[config.mk]
export PLATFORM = sky130hd
export DESIGN_NAME = noise_gate
export DESIGN_NICKNAME = d
export VERILOG_FILES = /design/src/rtl/noise_gate_pkg.sv /design/src/rtl/noise_gate_env_follower.sv /design/src/rtl/noise_gate.sv
export SDC_FILE = /design/constraint.sdc
export NUM_CORES = 1
export LEC_CHECK = 0
export CORE_ASPECT_RATIO = 0.75
export CORE_MARGIN = 4
export CORE_UTILIZATION = 35
export DETAILED_ROUTE_END_ITERATION = 10
export GPL_TIMING_DRIVEN = 0
export PLACE_DENSITY = 0.56
export SYNTH_ARGS = -nofsm -noshare
export SYNTH_HDL_FRONTEND = slang
export SYNTH_HIERARCHICAL = 1
export SYNTH_SLANG_ARGS = --single-unit
[constraint.sdc]
create_clock -name clk -period 6.93 [get_ports clk]
set_clock_uncertainty 0.15 [all_clocks]
set_input_delay 0.693 -clock clk [delete_from_list [all_inputs] [get_ports clk]]
set_output_delay 0.693 -clock clk [all_outputs]
set_load 0.01 [all_outputs]
[src/rtl/noise_gate_pkg.sv]
// Shared types and constants for the noise gate (fx slot 1).
package noise_gate_pkg;

  typedef enum logic [2:0] {
    CLOSED,
    ATTACK,
    OPEN,
    HOLD,
    RELEASE
  } gate_state_t;

  localparam int GATE_UNITY       = 32768;
  localparam int GATE_HOLD_UNIT   = 64;
  localparam int GATE_ATTACK_STEP = 4096;

  // Clamp a wide signed intermediate into the 16-bit sample range.
  function automatic logic signed [15:0] sat16(input logic signed [32:0] x);
    if (x > 33'sd32767) begin
      return 16'sh7fff;
    end else if (x < -33'sd32768) begin
      return 16'sh8000;
    end else begin
      return x[15:0];
    end
  endfunction

endpackage

[src/rtl/noise_gate_env_follower.sv]
// Stage 1 of the gate: saturating magnitude and peak envelope with
// exponential decay. Registers the sample alongside the updated envelope.
module gate_env_follower
  import noise_gate_pkg::*;
#(
  parameter int DATA_W    = 16,
  parameter int ENV_SHIFT = 4
) (
  input  logic                     clk,
  input  logic                     rst_n,
  input  logic                     in_valid_i,
  input  logic signed [DATA_W-1:0] in_data_i,
  output logic                     valid_o,
  output logic signed [DATA_W-1:0] sample_o,
  output logic        [DATA_W-1:0] env_o
);

  logic                     valid_q;
  logic signed [DATA_W-1:0] sample_q;
  logic        [DATA_W-1:0] env_q;
  logic        [DATA_W-1:0] env_d;
  logic        [DATA_W-1:0] abs_w;

  // Magnitude (most-negative code folds to the largest positive code) and envelope update.
  always_comb begin
    abs_w = in_data_i;
    if (in_data_i[DATA_W-1]) begin
      if (in_data_i == {1'b1, {(DATA_W-1){1'b0}}}) begin
        abs_w = {1'b0, {(DATA_W-1){1'b1}}};
      end else begin
        abs_w = -in_data_i;
      end
    end
    if (abs_w > env_q) begin
      env_d = abs_w;
    end else begin
      env_d = env_q - (env_q >> ENV_SHIFT);
    end
  end

  // Envelope and sample only move on a strobe; the valid bit follows every cycle.
  always_ff @(posedge clk or negedge rst_n) begin
    if (!rst_n) begin
      valid_q  <= 1'b0;
      sample_q <= '0;
      env_q    <= '0;
    end else begin
      valid_q <= in_valid_i;
      if (in_valid_i) begin
        sample_q <= in_data_i;
        env_q    <= env_d;
      end
    end
  end

  assign valid_o  = valid_q;
  assign sample_o = sample_q;
  assign env_o    = env_q;

endmodule

[src/rtl/noise_gate.sv]
// Noise gate: envelope follower (S1), gate FSM with gain ramp (S2),
// gain multiply or bypass (S3). Three-cycle latency, no backpressure.
module noise_gate
  import noise_gate_pkg::*;
#(
  parameter int DATA_W      = 16,
  parameter int PARAM_W     = 8,
  parameter int ENV_SHIFT   = 4,
  parameter int HOLD_UNIT   = GATE_HOLD_UNIT,
  parameter int ATTACK_STEP = GATE_ATTACK_STEP
) (
  input  logic                      clk,
  input  logic                      rst_n,
  input  logic                      in_valid,
  input  logic signed [DATA_W-1:0]  in_data,
  input  logic                      bypass,
  input  logic        [PARAM_W-1:0] thresh_i,
  input  logic        [PARAM_W-1:0] hold_i,
  input  logic        [PARAM_W-1:0] release_i,
  output logic                      out_valid,
  output logic signed [DATA_W-1:0]  out_data,
  output logic                      gate_open
);

  localparam logic [15:0] UNITY16 = 16'(GATE_UNITY);

  logic                     s1_valid;
  logic signed [DATA_W-1:0] s1_sample;
  logic        [DATA_W-1:0] s1_env;

  gate_state_t              state_q;
  logic        [15:0]       gain_q;
  logic        [15:0]       hold_cnt_q;
  logic                     s2_valid_q;
  logic signed [DATA_W-1:0] s2_sample_q;
  logic                     out_valid_q;
  logic signed [DATA_W-1:0] out_data_q;

  logic        [15:0]       open_lvl_w;
  logic        [15:0]       close_lvl_w;
  logic        [3:0]        rel_sh_w;
  logic        [15:0]       rel_step_w;
  logic        [15:0]       hold_load_w;
  logic        [16:0]       gain_sum_w;
  logic        [15:0]       gain_up_w;
  logic signed [DATA_W+16:0] prod_w;
  logic signed [DATA_W+16:0] scaled_w;

  gate_env_follower #(
    .DATA_W    (DATA_W),
    .ENV_SHIFT (ENV_SHIFT)
  ) u_env (
    .clk        (clk),
    .rst_n      (rst_n),
    .in_valid_i (in_valid),
    .in_data_i  (in_data),
    .valid_o    (s1_valid),
    .sample_o   (s1_sample),
    .env_o      (s1_env)
  );

  // Levels derived from the live parameter bank; close level is half of open for hysteresis.
  assign open_lvl_w  = 16'(thresh_i) << 7;
  assign close_lvl_w = open_lvl_w >> 1;
  assign rel_sh_w    = (release_i > PARAM_W'(10)) ? 4'd10 : release_i[3:0];
  assign rel_step_w  = 16'd1024 >> rel_sh_w;
  assign hold_load_w = 16'(hold_i) * 16'(HOLD_UNIT);
  assign gain_sum_w  = {1'b0, gain_q} + 17'(ATTACK_STEP);
  assign gain_up_w   = (gain_sum_w >= 17'(GATE_UNITY)) ? UNITY16 : gain_sum_w[15:0];

  // Gate FSM: state, gain and hold counter advance once per S1 sample.
  always_ff @(posedge clk or negedge rst_n) begin
    if (!rst_n) begin
      state_q    <= CLOSED;
      gain_q     <= '0;
      hold_cnt_q <= '0;
    end else if (s1_valid) begin
      unique case (state_q)
        CLOSED: begin
          if (s1_env > open_lvl_w) begin
            state_q <= ATTACK;
            gain_q  <= gain_up_w;
          end else begin
            gain_q <= '0;
          end
        end
        ATTACK: begin
          gain_q <= gain_up_w;
          if (gain_up_w == UNITY16) state_q <= OPEN;
        end
        OPEN: begin
          gain_q <= UNITY16;
          if (s1_env <= close_lvl_w) begin
            if (hold_i == '0) begin
              state_q <= RELEASE;
            end else begin
              state_q    <= HOLD;
              hold_cnt_q <= hold_load_w;
            end
          end
        end
        HOLD: begin
          if (s1_env > open_lvl_w) begin
            state_q <= OPEN;
          end else begin
            hold_cnt_q <= hold_cnt_q - 16'd1;
            if (hold_cnt_q == 16'd1) state_q <= RELEASE;
          end
        end
        RELEASE: begin
          if (s1_env > open_lvl_w) begin
            state_q <= ATTACK;
            gain_q  <= gain_up_w;
          end else if (gain_q <= rel_step_w) begin
            gain_q  <= '0;
            state_q <= CLOSED;
          end else begin
            gain_q <= gain_q - rel_step_w;
          end
        end
        default: state_q <= CLOSED;
      endcase
    end
  end

  // Sample pairs with the gain written on the same edge, so S3 sees the post-update gain.
  assign prod_w   = s2_sample_q * $signed({1'b0, gain_q});
  assign scaled_w = prod_w >>> 15;

  // S2/S3 pipeline: valids shift every cycle, data only on valid.
  always_ff @(posedge clk or negedge rst_n) begin
    if (!rst_n) begin
      s2_valid_q  <= 1'b0;
      s2_sample_q <= '0;
      out_valid_q <= 1'b0;
      out_data_q  <= '0;
    end else begin
      s2_valid_q  <= s1_valid;
      out_valid_q <= s2_valid_q;
      if (s1_valid) s2_sample_q <= s1_sample;
      if (s2_valid_q) out_data_q <= bypass ? s2_sample_q : sat16(scaled_w);
    end
  end

  assign out_valid = out_valid_q;
  assign out_data  = out_data_q;
  assign gate_open = (state_q != CLOSED);

endmodule
==> run_results.csv, run 1 <==
group,metric,value,unit
logic_synthesis,synth_warnings,6,
grt,antenna_found_initial,1,
sta,max-slew-margin-rel,16.7,%
layout,fillers,4485,
pwr,p_seq_share,18.8,%
clock_tree,cts_made_buffers,9,
logic_synthesis,ys_types,88,
logic_synthesis,async_flop_share,100,%
logic_synthesis,synth_edf_count,0,
clock_tree,cts_buffer_depth,2,
setup_path,cp.arrival,6.86,ns
setup_path,end_kind,"register",
placement,gp_congestion,0.946,
sta,timing.fmax,149,MHz
clock_tree,root_buffer,"clkbuf_16",
logic_synthesis,ys_seq_area_share,16.0,%
clock_tree,cts_tree,"yes",
pwr,p_leak,8.74,nW
layout,drive_gt1_share,11.0,%
route,drc_errors,0,
sta,period_share,96.8,%
route,via_per_inst,5.23,
setup_path,crit_top_cell,"fa_1",
setup_path,slowest_delay,0.55,ns
pwr,p_clk_share,10.3,%
grt,grt_pass1_vias,13400,
grt,grt_max_degree,53,
setup_path,crit_path_cell_trace,"buf_6 > clkinvlp_4 > nor2_2 > fa_1 > fa_1 > fa_1 > fa_1 > fa_1 > inv_1 > fa_1 > inv_1 > ha_1 > and3_1 > nand2_2 > a21oi_1 > a21bo_4 > a21o_1 > o21a_1 > o211ai_4 > buf_4 > nand3_1 > a21oi_1",
pwr,p_comb_share,70.9,%
pwr,p_sw_share,50.5,%
route,wl,44600,um
floorplanning,pin_count,62,
placement,portBuffers,60,
min_path,min_path_type,"in -> async",
clock_tree,htree_levels,3,
floorplanning,die_y,193,um
logic_synthesis,synthCells,1811,
pwr,p_int,0.00258,W
setup_path,critPathSlowestCell,"fa_1",
setup_path,cp.buffers_inverters,5,
clock_tree,clk_latency,0.37,ns
floorplanning,die_w,254,um
placement,dpl.hpwl,36400,um
logic_synthesis,syn_area,0.0159,mm2
status,status,"finished, final reports clean",
route,dr.pass1.iters,5,
route,drtIter0Drc,1008,
sta,worst_pin_slew,1.24,ns
setup_path,critPathTopFamily,"adder cells",
setup_path,startpoint_type,"register",
layout,area_delta_synth_final,14.0,%
sta,period_needed,6.71,ns
run,maxCapViolCount,0,
logic_synthesis,ys_ff_latch,102,
grt,grt_first_pass_wirelength,72700,um
route,ant_nets,0,
logic_synthesis,synth_ff_type,"dfrtp_1",
grt,grt_usage,18.7,%
setup_path,setup.worst_path.class,"reg -> reg",
clock_tree,postCtsHoldBufs,0,
setup_path,path_max_fanout,9,
floorplanning,coreArea,0.0448,mm2
sta,maxSlewViolCount,0,
sta,fin_setup_tns,0,ns
floorplanning,start_util,35.5,%
clock_tree,clock_sinks,102,
grt,overflow,0,
route,drt-wirelength-per-cell,17.7,um
setup_path,cp_data_required_time,7.08,ns
pwr,p_per_area,287,mW/mm2
floorplanning,dieArea,0.0491,mm2
logic_synthesis,syn_nets,2229,
layout,fin_util,40.5,%
route,route.vias.total,13100,
sta,finalHoldViolations,0,
clock_tree,clkTransAtPathRegs,0.08,ns
pwr,ir_drop,0.147,mV
sta,setup_viol,0,
logic_synthesis,syn_area_per_cell,8.80,um2
floorplanning,rows,67,
pwr,p_sw,0.00263,W
layout,layout.nets,2338,
[layout make-up]
cell class	count	area [um2]	area share [%]
multi-input cells	1343	12000	66.3
flip-flops and latches	102	2580	14.2
inverters	286	1080	5.93
repair buffers	109	987	5.43
well taps	586	733	4.04
plain buffers	69	453	2.49
clock buffers	10	239	1.32
clock inverters	6	52.6	0.289
diodes	2	5.00	0.0275
[worst reg2reg max path, cell delays in order, from the launching register on]
cell	delay (ns)
dfrtp_1	0.41
buf_6	0.18
clkinvlp_4	0.22
nor2_2	0.19
fa_1	0.45
fa_1	0.53
fa_1	0.54
fa_1	0.54
fa_1	0.55
inv_1	0.05
fa_1	0.53
inv_1	0.04
ha_1	0.33
and3_1	0.21
nand2_2	0.09
a21oi_1	0.14
a21bo_4	0.30
a21o_1	0.25
o21a_1	0.23
o211ai_4	0.33
buf_4	0.18
nand3_1	0.06
a21oi_1	0.16
[kinds of logic after synthesis]
kind of cell / after synthesis / share of synthesized area (%)
xor+xnor: 40 / 2.20
compound gates: 299 / 12.5
simple gates: 590 / 19.0
fa+ha+maj: 374 / 38.5
mux: 40 / 2.78
flops: 102 / 16.0
buf+inv: 366 / 9.02
[through the flow]
stage	cells	hold WS (ns)	worst slack, ns	instance area [um2]	total power (W)
after floorplan	1811	0.247	0.436	15900	0.00352
after global placement	2457	0.336	-1.25	17300	0.00445
after detailed placement	2458	0.342	-1.30	17300	0.00449
after CTS	2473	0.265	0.00620	17700	0.00510
after global routing	2511	0.302	-0.0126	18200	0.00581
final	2513	0.246	0.220	18200	0.00521
[cell usage in the layout (no fill, tap or decap), types with 10 or more instances in the layout]
cell / count
a21oi_1: 71
nand4_1: 14
nand3_1: 34
and3_1: 13
clkbuf_4: 11
a31oi_1: 10
ha_1: 176
a211oi_1: 12
o21ai_0: 71
clkdlybuf4s50_1: 59
buf_4: 58
nand2_1: 199
dfrtp_1: 76
nor4_1: 16
mux2_2: 34
nand3b_1: 20
a21o_1: 21
o21a_1: 15
clkbuf_1: 23
and2_1: 117
dfrtp_2: 26
nor2_1: 79
nor2b_1: 13
inv_1: 283
buf_6: 12
xnor2_1: 23
nand2b_1: 20
nor3_1: 22
fa_1: 195
xor2_1: 17
[layer usage]
layer / track usage, % / wire length (um) / vias to the layer above
met3: 3.50 / 3060 / 43
li1: - / - / 6198
met4: 4.62 / 833 / 0
met2: 27.9 / 18600 / 382
met5: 0 / 0 / -
met1: 28.1 / 22100 / 6516
[power groups by stage]
| stage | logic [W] | clock network [W] | registers, W |
|---|---|---|---|
| finish | 0.00369 | 0.000537 | 0.000980 |
| global route | 0.00423 | 0.000571 | 0.00101 |
| CTS | 0.00356 | 0.000554 | 0.000982 |
| detailed placement | 0.00351 | 0 | 0.000974 |
| global placement | 0.00348 | 0 | 0.000971 |
| floorplan | 0.00261 | 0 | 0.000916 |
[sequential cells by signal, summed over array words and instances, names as in the netlist]
register        flops
gain_q             16
hold_cnt_q         16
out_data           16
s2_sample_q        16
u_env/env_o        16
u_env/sample_o     16
state_q             3
out_valid           1
s2_valid_q          1
u_env/valid_o       1
[Yosys cell counts, drive strengths merged, types with 4 or more instances]
cell type | count | area [um2]
xnor2 | 23 | 201
o21ai | 77 | 393
o21a | 15 | 113
or2 | 7 | 46.3
and3 | 13 | 81.3
a211o | 4 | 35.0
nand2b | 20 | 125
o311ai | 4 | 35.0
and2 | 118 | 739
o221ai | 8 | 70.1
nor4 | 17 | 121
a21oi | 75 | 383
a21o | 21 | 158
nand3b | 20 | 150
buf | 17 | 118
nor2b | 13 | 81.3
ha | 179 | 2240
nand3 | 34 | 170
o31ai | 10 | 93.8
fa | 195 | 3900
nor2 | 83 | 312
nand2 | 200 | 751
o211ai | 8 | 65.1
xor2 | 17 | 149
a22o | 6 | 52.6
or4 | 8 | 71.3
a31oi | 11 | 75.1
inv | 286 | 1070
mux2i | 6 | 60.1
or3 | 10 | 68.8
clkbuf | 63 | 246
nand4 | 14 | 87.6
mux2 | 34 | 383
o41ai | 5 | 43.8
nor3 | 22 | 110
dfrtp | 102 | 2550
a211oi | 13 | 97.6
a22oi | 9 | 67.6
[path summary, 6_finish.rpt]
kind	startpoint	endpoint	slack [ns]	cells after the start
hold / removal	rst_n	out_data[15]	0.25	1
hold reg to reg	u_env/sample_o[10]	s2_sample_q[10]	0.36	1
setup / recovery	s2_sample_q[15]	out_data[11]	0.22	22
setup reg to reg	s2_sample_q[15]	out_data[11]	0.22	22
min in group clk	u_env/sample_o[10]	s2_sample_q[10]	0.36	1
max in group asynchronous	rst_n	s2_sample_q[7]	5.62	2
[timing repair]
action,CTS,global route
setup buffers,7,40
setup endpoints to repair,16,16
gates cloned,0,1
gates resized for setup,62,88
hold endpoints to repair,0,0
pin swaps,4,6
(Power assumes the default switching activity.)
==> run 2: changes to the inputs <==
--- a/config.mk
+++ b/config.mk
@@ -5,7 +5,6 @@
 export SDC_FILE = /design/constraint.sdc
 export NUM_CORES = 1
 export LEC_CHECK = 0
-export CORE_ASPECT_RATIO = 0.75
 export CORE_MARGIN = 4
 export CORE_UTILIZATION = 35
 export DETAILED_ROUTE_END_ITERATION = 10
==> run 2 against run 1 <==
Compared with the run above: flip-flop and latch count unchanged; critical endpoint is now out_data[13]; combinational power is 2% lower; critical path type unchanged; largest power group unchanged; worst hold slack got worse by 0.088 ns; core utilization is essentially flat; critical path depth up 1; die area hardly changed; largest cell class unchanged; sequential share of layout area is 0.082 points higher.
==> run_results.csv, run 2 (same netlist as run 1, synthesis figures left out) <==
group,metric,value,unit
sta,setup_viol,0,
placement,gp_congestion,0.902,
floorplanning,start_util,35.7,%
sta,timing.fmax,149,MHz
route,wl,43500,um
route,route.vias.total,13000,
grt,met1_usage,23.8,%
route,ant_nets,0,
layout,diodes,0,
floorplanning,die_w,221,um
floorplanning,coreArea,0.0446,mm2
sta,period_needed,6.71,ns
sta,finalHoldViolations,0,
sta,period_share,96.8,%
pwr,p_per_area,284,mW/mm2
clock_tree,cts_made_buffers,9,
layout,multi_input_area,0.0120,mm2
clock_tree,cts_tree,"yes",
layout,drive_gt1_share,10.1,%
layout,layout_common_cells,"inv_1 (284), nand2_1 (200), fa_1 (195)",
route,drtIter0Drc,873,
pwr,p_leak,8.70,nW
floorplanning,die_y,221,um
status,status,"finished, final reports clean",
grt,overflow,0,
clock_tree,clkTransAtPathRegs,0.07,ns
route,drt-wirelength-per-cell,17.4,um
sta,fin_ws,0.225,ns
setup_path,setup.worst_path.class,"reg -> reg",
placement,dpl.hpwl,35500,um
min_path,min_path_type,"in -> async",
clock_tree,cts_buffer_depth,2,
sta,max-slew-margin-rel,22.9,%
setup_path,startpoint_type,"register",
grt,grt_usage,18.1,%
clock_tree,postCtsHoldBufs,0,
layout,fillers,4478,
grt,grt_busiest_layer,"met2",
layout,area_delta_synth_final,13.4,%
route,dr.pass1.iters,5,
grt,antenna_found_initial,1,
route,drc_errors,0,
clock_tree,clock_sinks,102,
clock_tree,htree_levels,3,
setup_path,end_kind,"register",
setup_path,cp_data_required_time,7.08,ns
pwr,ir_drop,0.279,mV
setup_path,rr_startpoint,"gain_q[0]",
grt,grt_util_met2,30.4,%
grt,use_met3,3.66,%
placement,portBuffers,60,
route,via_per_inst,5.19,
layout,fin_util,40.5,%
layout,layout.nets,2327,
setup_path,r2r.worst_path.cells,23,
placement,place_inst,2464,
grt,grt_max_degree,67,
clock_tree,clk_latency,0.37,ns
run,maxCapViolCount,0,
sta,worst_pin_slew,1.15,ns
sta,maxSlewViolCount,0,
setup_path,crit_path_start,"gain_q[0]",
layout,stdcell_count,2505,
floorplanning,pin_count,62,
clock_tree,root_buffer,"clkbuf_16",
layout,seqCellArea,0.00258,mm2
layout,final_common_cell,"inv_1",
setup_path,cp.arrival,6.86,ns
grt,grt_pass1_vias,13600,
floorplanning,dieArea,0.0490,mm2
setup_path,path_max_fanout,10,
grt,grt_first_pass_wirelength,72100,um
placement,dp_slack,-1.15,ns
floorplanning,rows,77,
## run 2: repair_timing
action,in CTS,in global routing
gates resized for setup,71,57
setup buffers,3,35
pin swaps,1,5
setup endpoints to repair,16,16
## run 2: critical path, stage by stage (launching register included)
cell and delay [ns]:
dfrtp_2 0.42, clkbuf_4 0.20, inv_1 0.11, nand2_1 0.09, fa_1 0.53, fa_1 0.55
inv_1 0.06, fa_1 0.58, fa_1 0.45, fa_1 0.55, inv_1 0.05, fa_1 0.53
inv_1 0.07, ha_4 0.28, a21oi_1 0.15, o21a_1 0.18, and4_1 0.25, a21bo_4 0.23
a21oi_2 0.10, a211oi_2 0.32, mux2i_1 0.33, a21oi_4 0.11, buf_4 0.19, a21oi_1 0.13
## run 2: worst paths after layout
check	endpoint	slack [ns]
max in group asynchronous	s2_sample_q[6]	5.73
worst max register to register	out_data[13]	0.22
min in group clk	u_env/sample_o[8]	0.35
worst max-delay path	out_data[13]	0.22
worst min register to register	u_env/sample_o[8]	0.35
worst min-delay path	out_valid	0.16
## run 2: layout make-up
class                           instances  share of cell area, %
Multi-Input combinational cell       1343                   66.5
Sequential cell                       102                   14.3
Inverter                              286                   5.96
Timing Repair Buffer                   99                   5.11
Tap cell                              592                   4.10
Buffer                                 68                   2.44
Clock buffer                           10                   1.27
Clock inverter                          5                  0.319
## run 2: report_power, final
group	switching (W)	internal, W	leakage (nW)	total, W
logic	0.00210	0.00151	7.35	0.00362
registers	0.000215	0.000769	1.20	0.000984
clock network	0.000255	0.000280	0.143	0.000535
total	0.00257	0.00256	8.70	0.00513
## run 2: stage by stage
step	hold slack (ns)	setup TNS (ns)	cell area, um2	total power, W
2_1_floorplan	0.247	0	15900	0.00352
3_3_place_gp	0.335	-16.21	17300	0.00446
3_5_place_dp	0.343	-16.80	17300	0.00448
4_1_cts	0.163	0	17700	0.00511
5_1_grt	0.190	-0.0217	18100	0.00571
6_report	0.158	0	18100	0.00513
## run 2: metal layers
metal	up-vias	part of all wire (%)	wire length [um]
met3	50	5.8	2530
met5	-	0.046	20
met4	2	2.3	980
li1	6168	-	-
met2	364	47	20500
met1	6426	45	19400
==> run 3: changes to the inputs <==
--- a/config.mk
+++ b/config.mk
@@ -9,7 +9,7 @@
 export CORE_UTILIZATION = 35
 export DETAILED_ROUTE_END_ITERATION = 10
 export GPL_TIMING_DRIVEN = 0
-export PLACE_DENSITY = 0.56
+export PLACE_DENSITY = 0.54
 export SYNTH_ARGS = -nofsm -noshare
 export SYNTH_HDL_FRONTEND = slang
 export SYNTH_HIERARCHICAL = 1
==> constraint.sdc (replaced) <==
create_clock -name clk -period 7.2 [get_ports clk]
set_clock_uncertainty 0.15 [all_clocks]
set_input_delay 0.72 -clock clk [delete_from_list [all_inputs] [get_ports clk]]
set_output_delay 0.72 -clock clk [all_outputs]
set_load 0.01 [all_outputs]
==> run 3 against run 2 <==
Compared with the run above: sequential share of layout area increased by 0.23 points; clock power fell by 7.7%; design area down 2.0%; global-route usage about the same; worst hold slack better by 0.056 ns; routed wire length up 0.32%.
==> run_results.csv, run 3 (same netlist as run 1, synthesis figures left out) <==
group,metric,value,unit
status,status,"finished, final reports clean",
setup_path,startpoint_type,"register",
pwr,p_int,0.00240,W
grt,grt_first_pass_wirelength,72500,um
sta,fin_ws,0.264,ns
setup_path,setup.worst_path.class,"reg -> reg",
placement,dpl.hpwl,35800,um
clock_tree,htree_levels,3,
grt,antenna_found_initial,0,
pwr,p_sw_share,50.7,%
floorplanning,dieArea,0.0490,mm2
min_path,min_path_type,"in -> async",
clock_tree,root_buffer,"clkbuf_16",
grt,grt_pass1_vias,13400,
setup_path,critPathSlowestCell,"fa_1",
placement,dp_slack,-1.01,ns
clock_tree,clk_latency,0.37,ns
layout,layout_common_cells,"inv_1 (284), nand2_1 (200), fa_1 (195)",
clock_tree,cts_buffer_depth,2,
route,drt-wirelength-per-cell,17.6,um
floorplanning,start_util,35.7,%
pwr,p_comb_share,70.4,%
setup_path,cp.arrival,7.08,ns
layout,stdcell_count,2473,
setup_path,slowest_delay,0.56,ns
run,maxCapViolCount,0,
sta,period_needed,6.94,ns
route,route.vias.total,12800,
pwr,p_leak,8.51,nW
sta,setup_viol,0,
placement,portBuffers,60,
layout,diodes,0,
sta,timing.fmax,144,MHz
clock_tree,postCtsHoldBufs,0,
route,via_per_inst,5.19,
clock_tree,cts_tree,"yes",
clock_tree,cts_made_buffers,9,
floorplanning,coreArea,0.0446,mm2
sta,period_share,96.3,%
sta,max-slew-margin-rel,25.4,%
floorplanning,die_w,221,um
layout,final_common_cell,"inv_1",
clock_tree,clkTransAtPathRegs,0.07,ns
layout,drive_gt1_share,7.87,%
floorplanning,rows,77,
setup_path,crit_path_cell_trace,"buf_2 > clkbuf_4 > nand2_1 > fa_1 > fa_1 > fa_1 > inv_1 > fa_1 > fa_1 > inv_1 > fa_1 > inv_1 > ha_2 > nand2_1 > o21a_1 > and4_1 > a21bo_4 > a21o_1 > o21a_1 > o211ai_4 > buf_6 > nand2_1 > a21oi_1",
route,dr.pass1.iters,5,
floorplanning,pin_count,62,
sta,finalHoldViolations,0,
pwr,p_seq_share,19.4,%
setup_path,cp_data_required_time,7.35,ns
sta,worst_pin_slew,1.11,ns
placement,gp_congestion,0.880,
placement,place_inst,2464,
route,ant_nets,0,
setup_path,end_kind,"register",
layout,layout.nets,2294,
sta,maxSlewViolCount,0,
grt,overflow,0,
grt,grt_max_degree,57,
floorplanning,die_y,221,um
clock_tree,clock_sinks,102,
setup_path,crit_top_cell,"fa_1",
setup_path,path_max_fanout,10,
pwr,p_per_area,275,mW/mm2
route,wl,43600,um
grt,grt_usage,18.1,%
pwr,ir_drop,0.249,mV
pwr,p_clk_share,10.1,%
route,drc_errors,0,
route,drtIter0Drc,775,
layout,fillers,4528,
pwr,p_sw,0.00247,W
layout,area_delta_synth_final,11.0,%
## run 3: cell count changes in the layout (fill, tap and decap cells not counted), sizes merged
cell,change
buf,-38
clkbuf,+7
clkinvlp,+2
inv,-1
clkinv,-1
bufinv,-1
## run 3: power by group through the flow
stage	Clock [W]	Combinational (W)	Sequential, W
6_report	0.000494	0.00343	0.000947
5_1_grt	0.000534	0.00392	0.000974
4_1_cts	0.000514	0.00342	0.000947
3_5_place_dp	0	0.00340	0.000937
3_3_place_gp	0	0.00337	0.000935
2_1_floorplan	0	0.00251	0.000882
## run 3: worst paths after layout
| check | start | endpoint | slack [ns] | cells after the start |
|---|---|---|---|---|
| min reg2reg | u_env/sample_o[14] | s2_sample_q[14] | 0.35 | 1 |
| max | gain_q[12] | out_data[4] | 0.26 | 23 |
| max in group asynchronous | rst_n | s2_sample_q[7] | 5.94 | 2 |
| max reg2reg | gain_q[12] | out_data[4] | 0.26 | 23 |
| min | rst_n | u_env/env_o[4] | 0.21 | 1 |
| min in group clk | u_env/sample_o[14] | s2_sample_q[14] | 0.35 | 1 |
## run 3: cell type report
cell class / instances / area [um2] / area share [%]
Tap cell: 592 / 741 / 4.19
Clock buffer: 12 / 256 / 1.45
Timing Repair Buffer: 64 / 648 / 3.66
Clock inverter: 4 / 28.8 / 0.163
Sequential cell: 102 / 2570 / 14.5
Inverter: 286 / 1080 / 6.09
Buffer: 70 / 377 / 2.13
Multi-Input combinational cell: 1343 / 12000 / 67.8
## run 3: layer usage
layer	global-route usage [%]	vias to the layer above	part of all wire (%)
met2	30.9	289	48
met1	24.8	6393	46
met3	1.99	37	4.7
met4	3.97	0	1.3
li1	-	6114	-
met5	0	-	0
## run 3: what timing repair did
item	4_1_cts	5_1_grt
hold endpoints to repair	0	0
setup endpoints to repair	16	15
pin swaps	0	2
buffers inserted	2	1
resized for setup	39	33
## run 3: metrics by stage
step / util, % / area, um2 / total power [W] / hold slack, ns / setup TNS (ns)
finish: 39.7 / 17700 / 0.00487 / 0.213 / 0
global route: 39.7 / 17700 / 0.00543 / 0.264 / -0.00935
CTS: 39.6 / 17600 / 0.00488 / 0.238 / 0
detailed placement: 38.8 / 17300 / 0.00434 / 0.343 / -14.29
global placement: 38.7 / 17300 / 0.00430 / 0.343 / -12.78
floorplan: - / 15900 / 0.00339 / 0.274 / 0
## run 3: critical path, delay by kind of cell (launching register included)
kind                     cells  cell delay, ns
flip-flops                   1            0.40
adder cells (fa/ha/maj)      7            3.45
buffers and inverters        6            1.00
AND/OR/NAND/NOR              4            0.47
AO/OA/AOI/OAI                6            1.36
